<file path="config.mk">
export PLATFORM = sky130hd
export DESIGN_NAME = alu_rr_sched
export DESIGN_NICKNAME = d
export VERILOG_FILES = /design/src/rtl/alu_pkg.sv /design/src/rtl/rr_arbiter.sv /design/src/rtl/alu_rr_sched.sv
export SDC_FILE = /design/constraint.sdc
export NUM_CORES = 1
export LEC_CHECK = 0
export CAP_MARGIN = 20
export CORE_MARGIN = 1
export CORE_UTILIZATION = 35
export CTS_CLUSTER_SIZE = 20
export DETAILED_ROUTE_END_ITERATION = 6
export PLACE_DENSITY = 0.75
export SLEW_MARGIN = 20
export SYNTH_ARGS = -nofsm -noshare
export SYNTH_HDL_FRONTEND = slang
export SYNTH_SLANG_ARGS = --single-unit
export TNS_END_PERCENT = 50
</file>
<file path="constraint.sdc">
create_clock -name clk -period 2.5 [get_ports clk]
set_input_delay 0.5 -clock clk [delete_from_list [all_inputs] [get_ports clk]]
set_output_delay 0.5 -clock clk [all_outputs]
set_load 0.02 [all_outputs]
</file>
<file path="src/rtl/alu_pkg.sv">
// alu_pkg: shared definitions for the alu and its round-robin scheduler.
//   ALU_*          3-bit alu operation codes (110/111 are reserved, alu returns 0)
//   sched_state_e  scheduler FSM states
package alu_pkg;

  localparam logic [2:0] ALU_ADD  = 3'b000;
  localparam logic [2:0] ALU_SUB  = 3'b001;
  localparam logic [2:0] ALU_AND  = 3'b010;
  localparam logic [2:0] ALU_OR   = 3'b011;
  localparam logic [2:0] ALU_XOR  = 3'b100;
  localparam logic [2:0] ALU_XNOR = 3'b101;

  typedef enum logic [1:0] {
    S_IDLE = 2'b00,
    S_EXEC = 2'b01,
    S_RESP = 2'b10
  } sched_state_e;

endpackage

</file>
<file path="src/rtl/rr_arbiter.sv">
// rr_arbiter: combinational round-robin pick.
//   req_i          request vector
//   last_grant_i   index granted most recently; search starts just after it
//   grant_o        one-hot grant
//   grant_idx_o    index of the granted requester
//   grant_valid_o  at least one request was present
module rr_arbiter #(
  parameter int unsigned NUM_REQ = 2,
  parameter int unsigned IDX_W   = 1
) (
  input  logic [NUM_REQ-1:0] req_i,
  input  logic [IDX_W-1:0]   last_grant_i,
  output logic [NUM_REQ-1:0] grant_o,
  output logic [IDX_W-1:0]   grant_idx_o,
  output logic               grant_valid_o
);

  logic found;

  // Walk offsets 1..NUM_REQ from last_grant_i; the first requesting slot wins,
  // so last_grant_i itself has the lowest priority.
  always_comb begin
    grant_o     = '0;
    grant_idx_o = '0;
    found       = 1'b0;
    for (int unsigned off = 1; off <= NUM_REQ; off++) begin
      for (int unsigned j = 0; j < NUM_REQ; j++) begin
        if (!found && req_i[j] && (j == (32'(last_grant_i) + off) % NUM_REQ)) begin
          grant_o[j]  = 1'b1;
          grant_idx_o = j[IDX_W-1:0];
          found       = 1'b1;
        end
      end
    end
  end

  assign grant_valid_o = found;

endmodule

</file>
<file path="src/rtl/alu_rr_sched.sv">
// alu_rr_sched: shares one external combinational alu between NUM_REQ
// requesters with round-robin arbitration and valid/ready handshakes.
//   clk, rst                        clock, synchronous active-high reset
//   req_valid/req_ready             request handshake (ready one-hot, IDLE only)
//   req_sel/req_a/req_b/req_cin     packed per-requester operation and operands
//   rsp_valid/rsp_ready             response handshake (valid one-hot to grantee)
//   rsp_data/rsp_overflow/rsp_zero  registered alu result and flags
//   alu_input_1/2, alu_sel, alu_cin driven from the operand registers
//   alu_out/alu_overflow/alu_zero   returned by the alu
//   busy                            high outside IDLE
module alu_rr_sched
  import alu_pkg::*;
#(
  parameter int unsigned NUM_REQ    = 2,
  parameter int unsigned DATA_WIDTH = 8
) (
  input  logic                          clk,
  input  logic                          rst,
  input  logic [NUM_REQ-1:0]            req_valid,
  output logic [NUM_REQ-1:0]            req_ready,
  input  logic [3*NUM_REQ-1:0]          req_sel,
  input  logic [DATA_WIDTH*NUM_REQ-1:0] req_a,
  input  logic [DATA_WIDTH*NUM_REQ-1:0] req_b,
  input  logic [NUM_REQ-1:0]            req_cin,
  output logic [NUM_REQ-1:0]            rsp_valid,
  input  logic [NUM_REQ-1:0]            rsp_ready,
  output logic [DATA_WIDTH-1:0]         rsp_data,
  output logic                          rsp_overflow,
  output logic                          rsp_zero,
  output logic [DATA_WIDTH-1:0]         alu_input_1,
  output logic [DATA_WIDTH-1:0]         alu_input_2,
  output logic [2:0]                    alu_sel,
  output logic                          alu_cin,
  input  logic [DATA_WIDTH-1:0]         alu_out,
  input  logic                          alu_overflow,
  input  logic                          alu_zero,
  output logic                          busy
);

  localparam int unsigned IDX_W = (NUM_REQ > 2) ? 2 : 1;

  sched_state_e state_q, state_d;

  logic [IDX_W-1:0]      last_grant_q, last_grant_d;
  logic [IDX_W-1:0]      grant_q, grant_d;
  logic [2:0]            op_sel_q, op_sel_d;
  logic [DATA_WIDTH-1:0] op_a_q, op_a_d;
  logic [DATA_WIDTH-1:0] op_b_q, op_b_d;
  logic                  op_cin_q, op_cin_d;
  logic [DATA_WIDTH-1:0] res_data_q, res_data_d;
  logic                  res_ovf_q, res_ovf_d;
  logic                  res_zero_q, res_zero_d;

  logic [NUM_REQ-1:0]    arb_grant;
  logic [IDX_W-1:0]      arb_idx;
  logic                  arb_valid;

  logic [2:0]            cand_sel;
  logic [DATA_WIDTH-1:0] cand_a;
  logic [DATA_WIDTH-1:0] cand_b;
  logic                  cand_cin;
  logic                  rsp_accept;

  rr_arbiter #(
    .NUM_REQ (NUM_REQ),
    .IDX_W   (IDX_W)
  ) u_arb (
    .req_i         (req_valid),
    .last_grant_i  (last_grant_q),
    .grant_o       (arb_grant),
    .grant_idx_o   (arb_idx),
    .grant_valid_o (arb_valid)
  );

  // Operands of the requester the arbiter currently picks.
  always_comb begin
    cand_sel = '0;
    cand_a   = '0;
    cand_b   = '0;
    cand_cin = 1'b0;
    for (int unsigned i = 0; i < NUM_REQ; i++) begin
      if (arb_idx == i[IDX_W-1:0]) begin
        cand_sel = req_sel[3*i +: 3];
        cand_a   = req_a[DATA_WIDTH*i +: DATA_WIDTH];
        cand_b   = req_b[DATA_WIDTH*i +: DATA_WIDTH];
        cand_cin = req_cin[i];
      end
    end
  end

  // Only the stored grantee's rsp_ready can close the response.
  always_comb begin
    rsp_accept = 1'b0;
    for (int unsigned i = 0; i < NUM_REQ; i++) begin
      if (grant_q == i[IDX_W-1:0]) rsp_accept = rsp_ready[i];
    end
  end

  // FSM: state register
  always_ff @(posedge clk) begin
    if (rst) state_q <= S_IDLE;
    else     state_q <= state_d;
  end

  // FSM: next state
  always_comb begin
    state_d = state_q;
    case (state_q)
      S_IDLE:  if (arb_valid) state_d = S_EXEC;
      S_EXEC:  state_d = S_RESP;
      S_RESP:  if (rsp_accept) state_d = S_IDLE;
      default: state_d = S_IDLE;
    endcase
  end

  // FSM: outputs
  always_comb begin
    req_ready = (state_q == S_IDLE) ? arb_grant : '0;
    rsp_valid = '0;
    for (int unsigned i = 0; i < NUM_REQ; i++) begin
      if (state_q == S_RESP && grant_q == i[IDX_W-1:0]) rsp_valid[i] = 1'b1;
    end
    busy = (state_q != S_IDLE);
  end

  // Datapath next state: operands only load at the accept edge, results only
  // at the EXEC edge, so both stay frozen while the response waits.
  always_comb begin
    last_grant_d = last_grant_q;
    grant_d      = grant_q;
    op_sel_d     = op_sel_q;
    op_a_d       = op_a_q;
    op_b_d       = op_b_q;
    op_cin_d     = op_cin_q;
    res_data_d   = res_data_q;
    res_ovf_d    = res_ovf_q;
    res_zero_d   = res_zero_q;
    case (state_q)
      S_IDLE: begin
        if (arb_valid) begin
          grant_d  = arb_idx;
          op_sel_d = cand_sel;
          op_a_d   = cand_a;
          op_b_d   = cand_b;
          op_cin_d = cand_cin;
        end
      end
      S_EXEC: begin
        res_data_d = alu_out;
        res_ovf_d  = alu_overflow;
        res_zero_d = alu_zero;
      end
      S_RESP: begin
        if (rsp_accept) last_grant_d = grant_q;
      end
      default: ;
    endcase
  end

  always_ff @(posedge clk) begin
    if (rst) begin
      last_grant_q <= IDX_W'(NUM_REQ - 1);
      grant_q      <= '0;
      op_sel_q     <= '0;
      op_a_q       <= '0;
      op_b_q       <= '0;
      op_cin_q     <= 1'b0;
      res_data_q   <= '0;
      res_ovf_q    <= 1'b0;
      res_zero_q   <= 1'b0;
    end else begin
      last_grant_q <= last_grant_d;
      grant_q      <= grant_d;
      op_sel_q     <= op_sel_d;
      op_a_q       <= op_a_d;
      op_b_q       <= op_b_d;
      op_cin_q     <= op_cin_d;
      res_data_q   <= res_data_d;
      res_ovf_q    <= res_ovf_d;
      res_zero_q   <= res_zero_d;
    end
  end

  assign alu_input_1  = op_a_q;
  assign alu_input_2  = op_b_q;
  assign alu_sel      = op_sel_q;
  assign alu_cin      = op_cin_q;
  assign rsp_data     = res_data_q;
  assign rsp_overflow = res_ovf_q;
  assign rsp_zero     = res_zero_q;

endmodule
</file>
# Yosys cells after proc, flatten, opt, wreduce, memory -nomap -nowiden
# Index checks and enable logic that the tools add are counted.
# classes
n_mux,20
bitwise_logic,1
n_eq_ne,4
n_reduce_logical,19
n_addsub,2
# op_table
op,count
$logic_not 32->1,2
$mux 8,2
$mux 1,13
$logic_and 1x1->1,9
$mux 2,3
$pmux 2 s3,1
$reduce_and 2->1,3
$ne 2x2->1 const B,2
$logic_not 1->1,3
$mux 3,1
$add 1x1->1 const B,2
$eq 2x1->1 const B,1
$eq 2x2->1 const B,1
$logic_not 2->1,1
$reduce_bool 2->1,1
$not 1->1,1
# word_totals
input_bits,56
out_inout_bits,35
elab_cells,56
regBits,34

# Depth between registers and ports, before layout
# logic_depth
ltp_word,18
ltp_mapped,4
depth_no_buf,3

# By module
# From an unflattened synthesis, not the netlist that was laid out.
# unflattened
hier_cells,161
hier_area_um2,1567.8
# modules_own_cells
module,seq_area_each_um2,cells_per_inst,area_per_inst_um2,n_inst
alu_rr_sched,680.7,156,1535.2,1
rr_arbiter,0.0,5,32.5,1

# Least setup slack after synthesis
# Ideal clock, no wire load.
# synth_timing
kind,input to output
from,input port req_valid[0]
to,output port req_ready[0]
n_path_buf,0
arrival_time_ns,1.203
slack_ns,0.797
stages,2
required_ns,2.000
cell_sequence,or3b_1 a21oi_1
# synth_between
elab_chain_len,11
# synth_lines
item,line,source
start: declaration,alu_rr_sched.sv:19,"input logic [NUM_REQ-1:0] req_valid,"
$logic_and 1x1->1,rr_arbiter.sv:28,if (!found && req_i[j] && (j == (32'(last_grant_i) + off) % NUM_REQ)) begin
$mux 1,rr_arbiter.sv:28,
$logic_not 1->1,rr_arbiter.sv:28,
$logic_and 1x1->1 (2 in series),rr_arbiter.sv:28,
$mux 1,rr_arbiter.sv:28,
$logic_not 1->1,rr_arbiter.sv:28,
$logic_and 1x1->1 (2 in series),rr_arbiter.sv:28,
$mux 1 *,rr_arbiter.sv:28,
$mux 2 *,alu_rr_sched.sv:118,req_ready = (state_q == S_IDLE) ? arb_grant : '0;
end: declaration,alu_rr_sched.sv:20,"output logic [NUM_REQ-1:0] req_ready,"
# Every way passes the cells marked *; elsewhere a longest branch is shown, timed or not.

# Worst setup path in the final report
# Ends and elaborated chain as after synthesis.

==> flow_metrics.tcl <==
set metrics [dict create \
    cts_sinks 34 \
    power_frac_seq 0.390 \
    clk_pin_slew_ns 0.07 \
    clockBufferDepth 2 \
    p_leak_nw 0.979 \
    cp-end-kind "primary output" \
    setup.worst_path.class "in -> out" \
    layout-drive-gt1-share 0.139 \
    drc 0 \
    hold_violations 0 \
    grt_use_total 0.190 \
    combPwrFrac 0.310 \
    holdBufCountCts 0 \
    drt_first_pass_iters 4 \
    cp-start-kind "input port" \
    status "finished clean" \
    ys_seq_elements 34 \
    hold_slack_ns 0.452 \
    intPower_mw 1.15 \
    rsz0062_at_grt "no" \
    port_buffers 90 \
    worstPathRequired_ns 2.00 \
    cts_tree "built" \
    powerDensity_mw_per_mm2 617 \
    num_rows 24 \
    hp-class "reg -> reg" \
    max_freq_mhz 428 \
    die_h_um 69.6 \
    yosysWarnings 0 \
    ant_nets 0 \
    yosysTopAreaCell "dfxtp_1" \
    switching_share 0.292 \
    drt_iter0_drc 61 \
    antenna_found_initial 0 \
    final_nets 329 \
    netSwitchingPower_uw 473 \
    post-route-min-period_ns 2.34 \
    async_reset_ff_frac 0 \
    cpPeakStageDelay_ns 0.48 \
    maxCapViolCount 0 \
    synth_top_area_frac 0.425 \
    tightest_slew_ns 0.848 \
    die_area_mm2 0.00485 \
    grt_max_degree 35 \
    grt_pass1_vias 1667 \
    place_hpwl_um 3140 \
    yosys-top-cells-area "dfxtp_1 (43%), a311oi_2 (18%), nand2_1 (14%)" \
    final.setup_skew_ns 0.00594 \
    grt.overflow.total 0 \
    core_mm2 0.00438 \
    cts_buffers 5 \
    syn-cell-area_mm2 0.00160 \
    irDropWorstVdd_mv 0.354 \
    antennaDiodeCount 0 \
    ys_seq_area_frac 0.425 \
    cp_max_fo 2 \
    grt_pass1_wl_um 7490 \
    area_growth_pct 63.9 \
    max_slew_margin 0.434 \
    finalSetupViolations 0 \
    netlist_instances 186 \
    vias 1632 \
    die_width_um 69.6 \
    synth_flop_cell "dfxtp_1" \
    place_congestion 0.782 \
    totalWireLength_um 4480 \
    min_period_over_period 0.935 \
    cts_max_level 2 \
    root_buffer "clkbuf_8" \
    initial_core_util 0.365 \
    wl_per_cell_um 13.7 \
    clk_latency_ns 0.28 \
    syn-num-nets 242 \
    ys_types 22 \
    synth_edf_count 0 \
    utilization 0.598 \
    crit_slowest_cell "clkdlybuf4s50_1" \
    crit_arrival_ns 1.84 \
    p_clk_frac 0.301 \
    path_cells "clkdlybuf4s50_1 > or3b_1 > a21oi_1 > dlygate4sd2_1" \
    vias_per_cell 5.01 \
    syn_avg_cell_area_um2 8.60 \
    drv_slew 0 \
    ios 91 \
]
sequential cells by signal (all words and copies together) (netlist names):
signal,flops
alu_input_1,8
alu_input_2,8
rsp_data,8
alu_sel,3
state_q,2
alu_cin,1
grant_q,1
last_grant_q,1
rsp_overflow,1
rsp_zero,1
cell type report:
type | count | area (um2)
timing repair buffer | 96 | 938
clock buffer | 5 | 68.8
sequential | 34 | 681
inverter | 2 | 7.51
fill | 418 | 1760
clock inverter | 3 | 40.0
multi-input combinational | 134 | 822
tap | 52 | 65.1
metrics by stage:
step,TNS (ns),total power [mW],std cells,cell area [um2],setup slack (ns)
2_1_floorplan,0,0.917,186,1600,0.797
3_3_place_gp,-0.0752,1.14,318,2520,-0.0683
3_5_place_dp,-0.107,1.15,318,2520,-0.105
4_1_cts,0,1.64,326,2620,0.170
5_1_grt,0,1.70,326,2620,0.131
6_report,0,1.62,326,2620,0.163
cell usage after synthesis (all sizes together) (2+ instances only):
library cell / instances
nor2b: 3
clkbuf: 2
nand2b: 3
a311oi: 20
and2: 3
nor2: 4
a21oi: 33
nand2: 61
inv: 2
buf: 14
dfxtp: 34
layer usage:
metal / track usage / vias up / wire length [um]
met3: 0.0378 / 11 / 234
met2: 0.333 / 56 / 2230
met5: 0 / - / 0
met4: 0.0933 / 0 / 129
li1: - / 816 / -
met1: 0.220 / 749 / 1880
cell families (layout without fill, tap and decap cells):
kind of cell | Yosys count | in the layout | share of synthesized area
buf+inv | 18 | 106 | 0.0610
simple gates | 77 | 77 | 0.203
compound gates | 57 | 57 | 0.310
flops | 34 | 34 | 0.425
layout by cell type, fill, tap and decap left out, drive strengths merged:
cell	n
or3b	1
bufinv	1
nand2	61
a21boi	1
clkinv	2
dlygate4sd2	2
a22oi	1
nor2	4
nand2b	3
o221ai	1
or2	1
clkdlybuf4s50	87
and2	3
nor2b	3
buf	7
inv	2
a21bo	1
dfxtp	34
a21oi	33
clkbuf	5
a311oi	20
nand3	1
worst max-delay path, delay by kind of cell:
kind / cells / cell delay, ns
AO/OA/AOI/OAI: 1 / 0.13
AND/OR/NAND/NOR: 1 / 0.39
buffers and inverters: 2 / 0.82
timing repair:
item,CTS,global route
endpoints found under the setup margin,2,0
buffers inserted,0,0
gates resized for setup,2,0
power by group through the flow:
stage	combinational (mW)	clock (mW)	sequential (mW)
floorplan	0.214	0	0.702
global placement	0.502	0	0.641
detailed placement	0.507	0	0.643
CTS	0.506	0.504	0.631
global route	0.538	0.528	0.638
finish	0.501	0.487	0.631
path summary, 6_finish.rpt:
| check | startpoint | endpoint | slack [ns] | cells past startpoint |
|---|---|---|---|---|
| worst max-delay path | req_valid[0] | req_ready[0] | 0.16 | 4 |
| worst min register to register | rsp_data[5]$_SDFFE_PP0N_ | rsp_data[5]$_SDFFE_PP0N_ | 0.45 | 2 |
| worst max register to register | state_q[1]$_SDFFE_PP0P_ | alu_input_1[1]$_SDFFE_PP0P_ | 1.00 | 4 |
| worst min-delay path | rsp_data[5]$_SDFFE_PP0N_ | rsp_data[5]$_SDFFE_PP0N_ | 0.45 | 2 |
Power figures use the tool's default switching activity.
